--- config.mk ---
export PLATFORM = sky130hd
export DESIGN_NAME = pipeline_hazard_controller
export DESIGN_NICKNAME = d
export VERILOG_FILES = /design/src/rtl/pipeline_hazard_controller_pkg.sv /design/src/rtl/pipeline_hazard_controller_stall_counter.sv /design/src/rtl/pipeline_hazard_controller.sv
export SDC_FILE = /design/constraint.sdc
export NUM_CORES = 1
export LEC_CHECK = 0
export ABC_AREA = 1
export CORE_UTILIZATION = 24
export DETAILED_ROUTE_END_ITERATION = 12
export GPL_TIMING_DRIVEN = 0
export PLACE_DENSITY = 0.56
export SETUP_SLACK_MARGIN = 0.4
export SYNTH_ARGS = -nofsm -noshare
export SYNTH_HDL_FRONTEND = slang
export SYNTH_HIERARCHICAL = 1
export SYNTH_SLANG_ARGS = --single-unit
--- constraint.sdc ---
create_clock -name clk -period 2.2 [get_ports clk]
set_input_delay 0.33 -clock clk [delete_from_list [all_inputs] [get_ports clk]]
set_output_delay 0.33 -clock clk [all_outputs]
set_load 0.01 [all_outputs]
--- src/rtl/pipeline_hazard_controller_pkg.sv ---
// Shared encodings for the pipeline hazard controller.
// State codes, the zero-register index and a small sizing helper.
package hazard_pkg;

  localparam logic [1:0] RUN      = 2'd0;
  localparam logic [1:0] MC_BUSY  = 2'd1;
  localparam logic [1:0] MEM_WAIT = 2'd2;

  localparam logic [4:0] REG_ZERO = 5'd0;

  typedef enum logic [1:0] {
    ST_RUN  = RUN,
    ST_MC   = MC_BUSY,
    ST_MEM  = MEM_WAIT
  } state_t;

  function automatic int max2(input int a, input int b);
    return (a > b) ? a : b;
  endfunction

endpackage

--- src/rtl/pipeline_hazard_controller_stall_counter.sv ---
// Loadable down-counter shared by multi-cycle and memory-wait stalls.
// Saturates at zero; load has priority over decrement.
module stall_counter #(
  parameter int WIDTH = 8
) (
  input  logic             clk,
  input  logic             rst_n,
  input  logic             i_load,
  input  logic [WIDTH-1:0] i_load_val,
  input  logic             i_dec,
  output logic [WIDTH-1:0] o_cnt,
  output logic             o_zero
);

  logic [WIDTH-1:0] r_cnt;

  always_ff @(posedge clk) begin
    if (!rst_n)
      r_cnt <= '0;
    else if (i_load)
      r_cnt <= i_load_val;
    else if (i_dec && (r_cnt != '0))
      r_cnt <= r_cnt - 1'b1;
  end

  assign o_cnt  = r_cnt;
  assign o_zero = (r_cnt == '0);

endmodule

--- src/rtl/pipeline_hazard_controller.sv ---
// Stall/flush sequencer: load-use, multi-cycle EXE, memory wait
// states and taken-branch flushes for the 5-stage pipe.
module pipeline_hazard_controller
  import hazard_pkg::*;
#(
  parameter int MC_LAT      = 4,
  parameter int MEM_TIMEOUT = 255
) (
  input  logic       clk,
  input  logic       arst_n,
  input  logic       id_exe_mem_read,
  input  logic [4:0] id_exe_waddr,
  input  logic [4:0] if_id_rs,
  input  logic [4:0] if_id_rt,
  input  logic       if_id_uses_rt,
  input  logic       exe_branch_taken,
  input  logic       exe_multicycle,
  input  logic       mem_req,
  input  logic       mem_ready,
  output logic       pc_en,
  output logic       if_id_en,
  output logic       if_id_flush,
  output logic       id_exe_en,
  output logic       id_exe_flush,
  output logic       exe_mem_en,
  output logic       exe_mem_flush,
  output logic       mem_timeout_err
);

  localparam int CW = $clog2(max2(MC_LAT, MEM_TIMEOUT) + 1);
  localparam int MC_LOAD_I = (MC_LAT > 1) ? (MC_LAT - 2) : 0;
  localparam logic [CW-1:0] MC_LOAD  = CW'(MC_LOAD_I);
  localparam logic [CW-1:0] MEM_LOAD = CW'(MEM_TIMEOUT - 1);
  localparam bit MC_EN = (MC_LAT > 1);

  state_t          r_state;
  state_t          w_next;
  logic            r_err;
  logic            w_err_set;
  logic            w_load;
  logic [CW-1:0]   w_load_val;
  logic            w_dec;
  logic            w_zero;
  logic [CW-1:0]   w_cnt;
  logic            w_lu;
  logic            w_mstall;

  stall_counter #(.WIDTH(CW)) u_cnt (
    .clk        (clk),
    .rst_n      (arst_n),
    .i_load     (w_load),
    .i_load_val (w_load_val),
    .i_dec      (w_dec),
    .o_cnt      (w_cnt),
    .o_zero     (w_zero)
  );

  assign w_mstall = mem_req && !mem_ready;
  assign w_lu = id_exe_mem_read
             && (id_exe_waddr != REG_ZERO)
             && ((id_exe_waddr == if_id_rs)
              || (if_id_uses_rt && (id_exe_waddr == if_id_rt)));

  always_ff @(posedge clk) begin
    if (!arst_n) begin
      r_state <= ST_RUN;
      r_err   <= 1'b0;
    end else begin
      r_state <= w_next;
      if (w_err_set)
        r_err <= 1'b1;
    end
  end

  always_comb begin
    pc_en         = 1'b1;
    if_id_en      = 1'b1;
    if_id_flush   = 1'b0;
    id_exe_en     = 1'b1;
    id_exe_flush  = 1'b0;
    exe_mem_en    = 1'b1;
    exe_mem_flush = 1'b0;
    w_next        = r_state;
    w_load        = 1'b0;
    w_load_val    = '0;
    w_dec         = 1'b0;
    w_err_set     = 1'b0;
    unique case (r_state)
      ST_RUN: begin
        if (w_mstall) begin
          {pc_en, if_id_en, id_exe_en, exe_mem_en} = 4'b0000;
          w_next     = ST_MEM;
          w_load     = 1'b1;
          w_load_val = MEM_LOAD;
        end else if (exe_multicycle && MC_EN) begin
          {pc_en, if_id_en, id_exe_en} = 3'b000;
          exe_mem_flush = 1'b1;
          w_next        = ST_MC;
          w_load        = 1'b1;
          w_load_val    = MC_LOAD;
        end else if (exe_branch_taken) begin
          if_id_flush  = 1'b1;
          id_exe_flush = 1'b1;
        end else if (w_lu) begin
          pc_en        = 1'b0;
          if_id_en     = 1'b0;
          id_exe_flush = 1'b1;
        end
      end
      ST_MC: begin
        // memory stall wins: freeze everything and hold the count
        if (w_mstall) begin
          {pc_en, if_id_en, id_exe_en, exe_mem_en} = 4'b0000;
        end else if (!w_zero) begin
          {pc_en, if_id_en, id_exe_en} = 3'b000;
          exe_mem_flush = 1'b1;
          w_dec         = 1'b1;
        end else begin
          w_next = ST_RUN;
        end
      end
      ST_MEM: begin
        if (mem_ready) begin
          w_next = ST_RUN;
        end else begin
          {pc_en, if_id_en, id_exe_en, exe_mem_en} = 4'b0000;
          if (w_zero)
            w_err_set = 1'b1;
          else
            w_dec = 1'b1;
        end
      end
      default: w_next = ST_RUN;
    endcase
    if (!arst_n) begin
      {pc_en, if_id_en, id_exe_en, exe_mem_en} = 4'b0000;
      {if_id_flush, id_exe_flush, exe_mem_flush} = 3'b111;
    end
  end

  assign mem_timeout_err = r_err;

endmodule

# Word-level counts from Yosys, hierarchy flattened
# Cells that the tools add are included.
[totals]
n_memories = 0
mem_bits_ro = 0
ramBits = 0
elab_cells = 76
latch_bits = 0
register_bits = 11
in_bits = 23
[op_classes]
reduce_logical = 14
eq_ne = 8
div_mod_pow = 0
bitwise_logic = 0
n_shift = 0
mux = 50
addsub = 1
n_lt_le_gt_ge = 0
multipliers = 0
[op_table]
columns = ["cell", "n"]
rows = [
  ["$mux 1", 34],
  ["$mux 8", 4],
  ["$mux 2", 6],
  ["$eq 5x5->1", 2],
  ["$logic_not 8->1", 1],
  ["$reduce_bool 8->1", 1],
  ["$sub 8x1->8 const B", 1],
  ["$ne 2x2->1 const B", 3],
  ["$pmux 1 s2", 3],
  ["$pmux 1 s3", 2],
  ["$pmux 2 s3", 1],
  ["$logic_and 1x1->1", 5],
  ["$reduce_bool 5->1", 1],
  ["$reduce_and 4->1", 1],
  ["$ne 3x3->1 const B", 1],
  ["$eq 2x1->1 const B", 1],
  ["$eq 2x2->1 const B", 1],
  ["$logic_not 2->1", 1],
  ["$reduce_bool 2->1", 1],
  ["$reduce_or 2->1", 1],
  ["$logic_not 1->1", 1],
  ["$logic_or 1x1->1", 1],
]

# Depth between registers and ports, before layout
[logic_depth]
depth_word = 10
mapped_depth = 13

# Hierarchy
# Netlist, hierarchy kept.
[modules_own_cells]
columns = ["module", "area_each_um2", "seq_area_each_um2", "n_inst", "cells_each"]
rows = [
  ["stall_counter", 600.6, 160.2, 1, 104],
  ["pipeline_hazard_controller", 578.1, 60.1, 1, 110],
]

# Worst setup path after synthesis
# OpenSTA, ideal clock, no wires.
[synth_timing]
path_type = "register to output"
startpoint = "register u_cnt.r_cnt[0] (netlist: u_cnt/o_cnt[0])"
endpoint = "output port pc_en"
stages_incl_launch_ff = 12
required_time_ps = 1870
path_slack_ps = 391
t_arrival_ps = 1479
cell_sequence = "dfxtp_1 -> inv_1 -> ha_1 -> nand2_1 -> nor2_1 -> nand3_1 -> nand2_1 -> o21ai_1 -> inv_1 -> nand2_1 -> inv_1 -> buf_4"
[synth_via]
elab_chain_len = 5
[synth_lines]
columns = ["element", "line", "source"]
rows = [
  ["start: declaration", "pipeline_hazard_controller_stall_counter.sv:15", "logic [WIDTH-1:0] r_cnt;"],
  ["start signal: assignment", "pipeline_hazard_controller_stall_counter.sv:21", "r_cnt <= i_load_val;"],
  ["start signal: assignment", "pipeline_hazard_controller_stall_counter.sv:23", "r_cnt <= r_cnt - 1'b1;"],
  ["$logic_not 8->1", "pipeline_hazard_controller_stall_counter.sv:27", "assign o_zero = (r_cnt == '0);"],
  ["named net w_zero", "pipeline_hazard_controller.sv:43", "logic w_zero;"],
  ["$mux 1 (2 in series)", "-", ""],
  ["$pmux 1 s3", "-", ""],
  ["$mux 1", "-", ""],
  ["end: declaration", "pipeline_hazard_controller.sv:20", "output logic pc_en,"],
]
# The timed path passes the listed nets, and every way through them passes these cells.

# Final worst setup path
[layout_timing]
startpoint = "register u_cnt.r_cnt[6] (netlist: u_cnt/o_cnt[6])"
endpoint = "output port pc_en"
[layout_via]
elab_chain_len = 5
[layout_lines]
columns = ["element", "line", "source"]
rows = [
  ["$logic_not 8->1", "pipeline_hazard_controller_stall_counter.sv:27", ""],
  ["named net w_zero", "pipeline_hazard_controller.sv:43", ""],
  ["$mux 1", "pipeline_hazard_controller.sv:114", "end else if (!w_zero) begin"],
  ["$mux 1", "pipeline_hazard_controller.sv:112", "if (w_mstall) begin"],
  ["$pmux 1 s3", "pipeline_hazard_controller.sv:88", "unique case (r_state)"],
  ["$mux 1", "pipeline_hazard_controller.sv:135", "if (!arst_n) begin"],
]
# The timed path passes the listed nets, and every way through them passes these cells.

==> results_dict.tcl <==
set metrics [dict create \
    power_mw 1.30 \
    fin_skew_ns 0.00547 \
    drive_gt1_frac 0.280 \
    num_rows 25 \
    reg2reg_depth 14 \
    p_leak_nw 0.962 \
    syn_avg_cell_area_um2 5.51 \
    grt_max_degree 11 \
    ys_types 25 \
    seqCellArea_um2 243 \
    ys_seq_area_frac 0.187 \
    first_global_vias 1250 \
    rsz0062_at_grt "yes" \
    drc 0 \
    port_buffers 30 \
    cts_tree "built" \
    critPathArrivalTime_ns 1.58 \
    num_io_pins 31 \
    min_period_ns 1.91 \
    setup.worst_path.end "pc_en" \
    overflow 0 \
    clock-sinks 11 \
    worst_pin_slew_ns 0.536 \
    syn_inst 214 \
    grt_pass1_wl_um 5690 \
    pwr_density_cell_mw_per_mm2 710 \
    start_util 0.250 \
    cpPeakStageDelay_ns 0.34 \
    crit_buf_inv 4 \
    place.gp.congestion 0.761 \
    die_area_mm2 0.00520 \
    clk_pin_slew_worst_paths_ns 0.05 \
    dpl.hpwl_um 2340 \
    final_cells 331 \
    setup.worst_path.start_class "register" \
    path_cells "nor2_2 -> nand2_4 -> nor2_4 -> nand3_1 -> nand2_2 -> o21ai_1 -> inv_1 -> nand2_1 -> inv_2 -> buf_4 -> buf_2" \
    n_fill_cell 516 \
    yosysMostFrequentCell "nand2_1" \
    r2r_end "u_cnt/o_cnt[5]$_SDFFE_PN0P_" \
    drt-pass1-iter-count 4 \
    async_flop_share 0 \
    drv_slew 0 \
    clockBufferDepth 2 \
    cap_violations 0 \
    cts_buffers 3 \
    vias 1410 \
    synth_top_area_share 0.223 \
    antenna_cells 0 \
    vias_per_cell 4.26 \
    max_freq_mhz 524 \
    yosys-top-cells-area "nand2_1, dfxtp_1, inv_1" \
    multi_input_area_um2 895 \
    synth_edf_count 0 \
    fp.dieH_um 72.1 \
    finalNetCount 294 \
    area_delta_synth_final_pct 55.7 \
    antenna_found_initial 0 \
    hold_buffers 0 \
    stdcell_area_mm2 0.00184 \
    ff2ff_setup_slack_ns 0.53 \
    yosys-top-cells-count "nand2_1, inv_1, nor2_1" \
    final-hold-violation-count 0 \
    yosysWarnings 6 \
    required_ns 1.87 \
    grt.total_usage 0.136 \
    chipWidth_um 72.1 \
    drtAntennaViolNets 0 \
    finalCritPeriodShare 0.867 \
    synth_area_mm2 0.00118 \
    placed_area_mm2 0.00157 \
    irDropWorstVdd_v 0.000351 \
    cp.depth 11 \
    drt_iter0_drc 37 \
    yosys_most_used_dff "dfxtp_1" \
    placed_cells 311 \
    criticalPathCategory "reg2out" \
    outcome "complete, no violations" \
    root_buffer "clkbuf_8" \
    wirelength_um 3440 \
    cp_slowest_cell "dfxtp_1" \
    cp_top_family "simple AND/OR/NAND/NOR gates" \
    critPathCaptureType "output port" \
    syn-num-nets 243 \
    clkLatencyLatePin_ns 0.24 \
    cts_htree_levels 1 \
    wl_per_cell_um 10.4 \
    hold_class "reg2reg" \
    r2r-start "u_cnt/o_cnt[0]$_SDFFE_PN0P_" \
    synth-seq-cells 11 \
    setup_viol_count_final 0 \
    core_area_mm2 0.00472 \
    yosys.area.top_type "nand2_1" \
    startpoint "u_cnt/o_cnt[6]$_SDFFE_PN0P_" \
    cp_max_fo 4 \
    slew_headroom 0.641 \
]
-- worst register-to-register path, cell delays in order, from the launching register on --
cell and delay [ns]:
dfxtp_2 0.33, inv_2 0.05, ha_4 0.16, nand2_4 0.08, nor2_4 0.04, buf_4 0.14
inv_1 0.07, nand2_1 0.06, a21oi_2 0.20, inv_1 0.08, nor2_2 0.15, nand3_1 0.09
nand3_1 0.07, nand2_1 0.05, inv_1 0.05
-- layout by cell type, fill, tap and decap left out, drive strengths merged --
cell type / count
nand4: 3
dlygate4sd2: 17
conb: 1
inv: 43
o221ai: 1
dfxtp: 11
buf: 25
o21ai: 8
clkbuf: 4
nor3: 1
clkinv: 1
o21a: 1
clkdlybuf4s50: 6
nand3: 21
nand2: 77
a21oi: 10
ha: 6
xnor2: 2
nor2: 26
-- state kept, by name, summed over array words and instances (netlist names) --
register / flops
u_cnt/o_cnt: 8
r_state: 2
mem_timeout_err: 1
-- through the flow --
step | worst slack, ns | setup TNS, ns | util | hold WS [ns]
after floorplan | 0.443 | 0 | - | 0.428
after global routing | 0.191 | 0 | 0.389 | 0.511
after global placement | -0.277 | -0.874 | 0.331 | 0.465
after CTS | 0.284 | 0 | 0.376 | 0.484
final | 0.293 | 0 | 0.389 | 0.483
after detailed placement | -0.268 | -0.813 | 0.331 | 0.460
-- cells by family (layout without fill, tap and decap cells) --
| family | count (synthesis) | count (layout) | share of synthesized area |
|---|---|---|---|
| XOR/XNOR | 2 | 2 | 0.0149 |
| AO/OA/AOI/OAI | 20 | 20 | 0.0966 |
| buffers and inverters | 46 | 96 | 0.151 |
| AND/OR/NAND/NOR | 128 | 128 | 0.484 |
| adder cells (fa/ha/maj) | 6 | 6 | 0.0637 |
| other | 1 | 1 | 0.00318 |
| flip-flops | 11 | 11 | 0.187 |
-- per-layer routing --
layer	up-vias	wire, um	track usage	share of wire
met3	2	112	0.0250	0.033
met1	625	1590	0.182	0.46
met4	0	16	0.0196	0.0047
li1	753	-	-	-
met2	30	1720	0.233	0.50
met5	-	0	0	0
-- final cells by class --
| type | count | area share |
|---|---|---|
| Multi-Input combinational cell | 157 | 0.487 |
| Sequential cell | 11 | 0.132 |
| Clock buffer | 4 | 0.0245 |
| Buffer | 2 | 0.00818 |
| Inverter | 44 | 0.0934 |
| Tap cell | 67 | 0.0457 |
| Timing Repair Buffer | 46 | 0.209 |
-- what timing repair did --
action                                  4_1_cts  5_1_grt
resized for setup                            79       15
pin swaps                                    19        9
endpoints found under the setup margin       15       15
setup buffers                                13        3
cloned                                        0        0
-- how the worst min path moves through the flow --
stage	start	end	cells after the start
final	mem_timeout_err$_SDFFE_PN0P_	mem_timeout_err$_SDFFE_PN0P_	1
after global routing	mem_timeout_err$_SDFFE_PN0P_	mem_timeout_err$_SDFFE_PN0P_	1
after CTS	mem_timeout_err$_SDFFE_PN0P_	mem_timeout_err$_SDFFE_PN0P_	1
after detailed placement	mem_timeout_err$_SDFFE_PN0P_	mem_timeout_err$_SDFFE_PN0P_	1
after global placement	mem_timeout_err$_SDFFE_PN0P_	mem_timeout_err$_SDFFE_PN0P_	1
after floorplan	arst_n	u_cnt/o_cnt[5]$_SDFFE_PN0P_	2
-- where the power goes --
part / internal (mW) / switching [mW]
combinational: 0.366 / 0.439
sequential: 0.241 / 0.0480
clock: 0.128 / 0.0807
total: 0.735 / 0.568
Note: power is estimated with default switching activity, not from simulation.
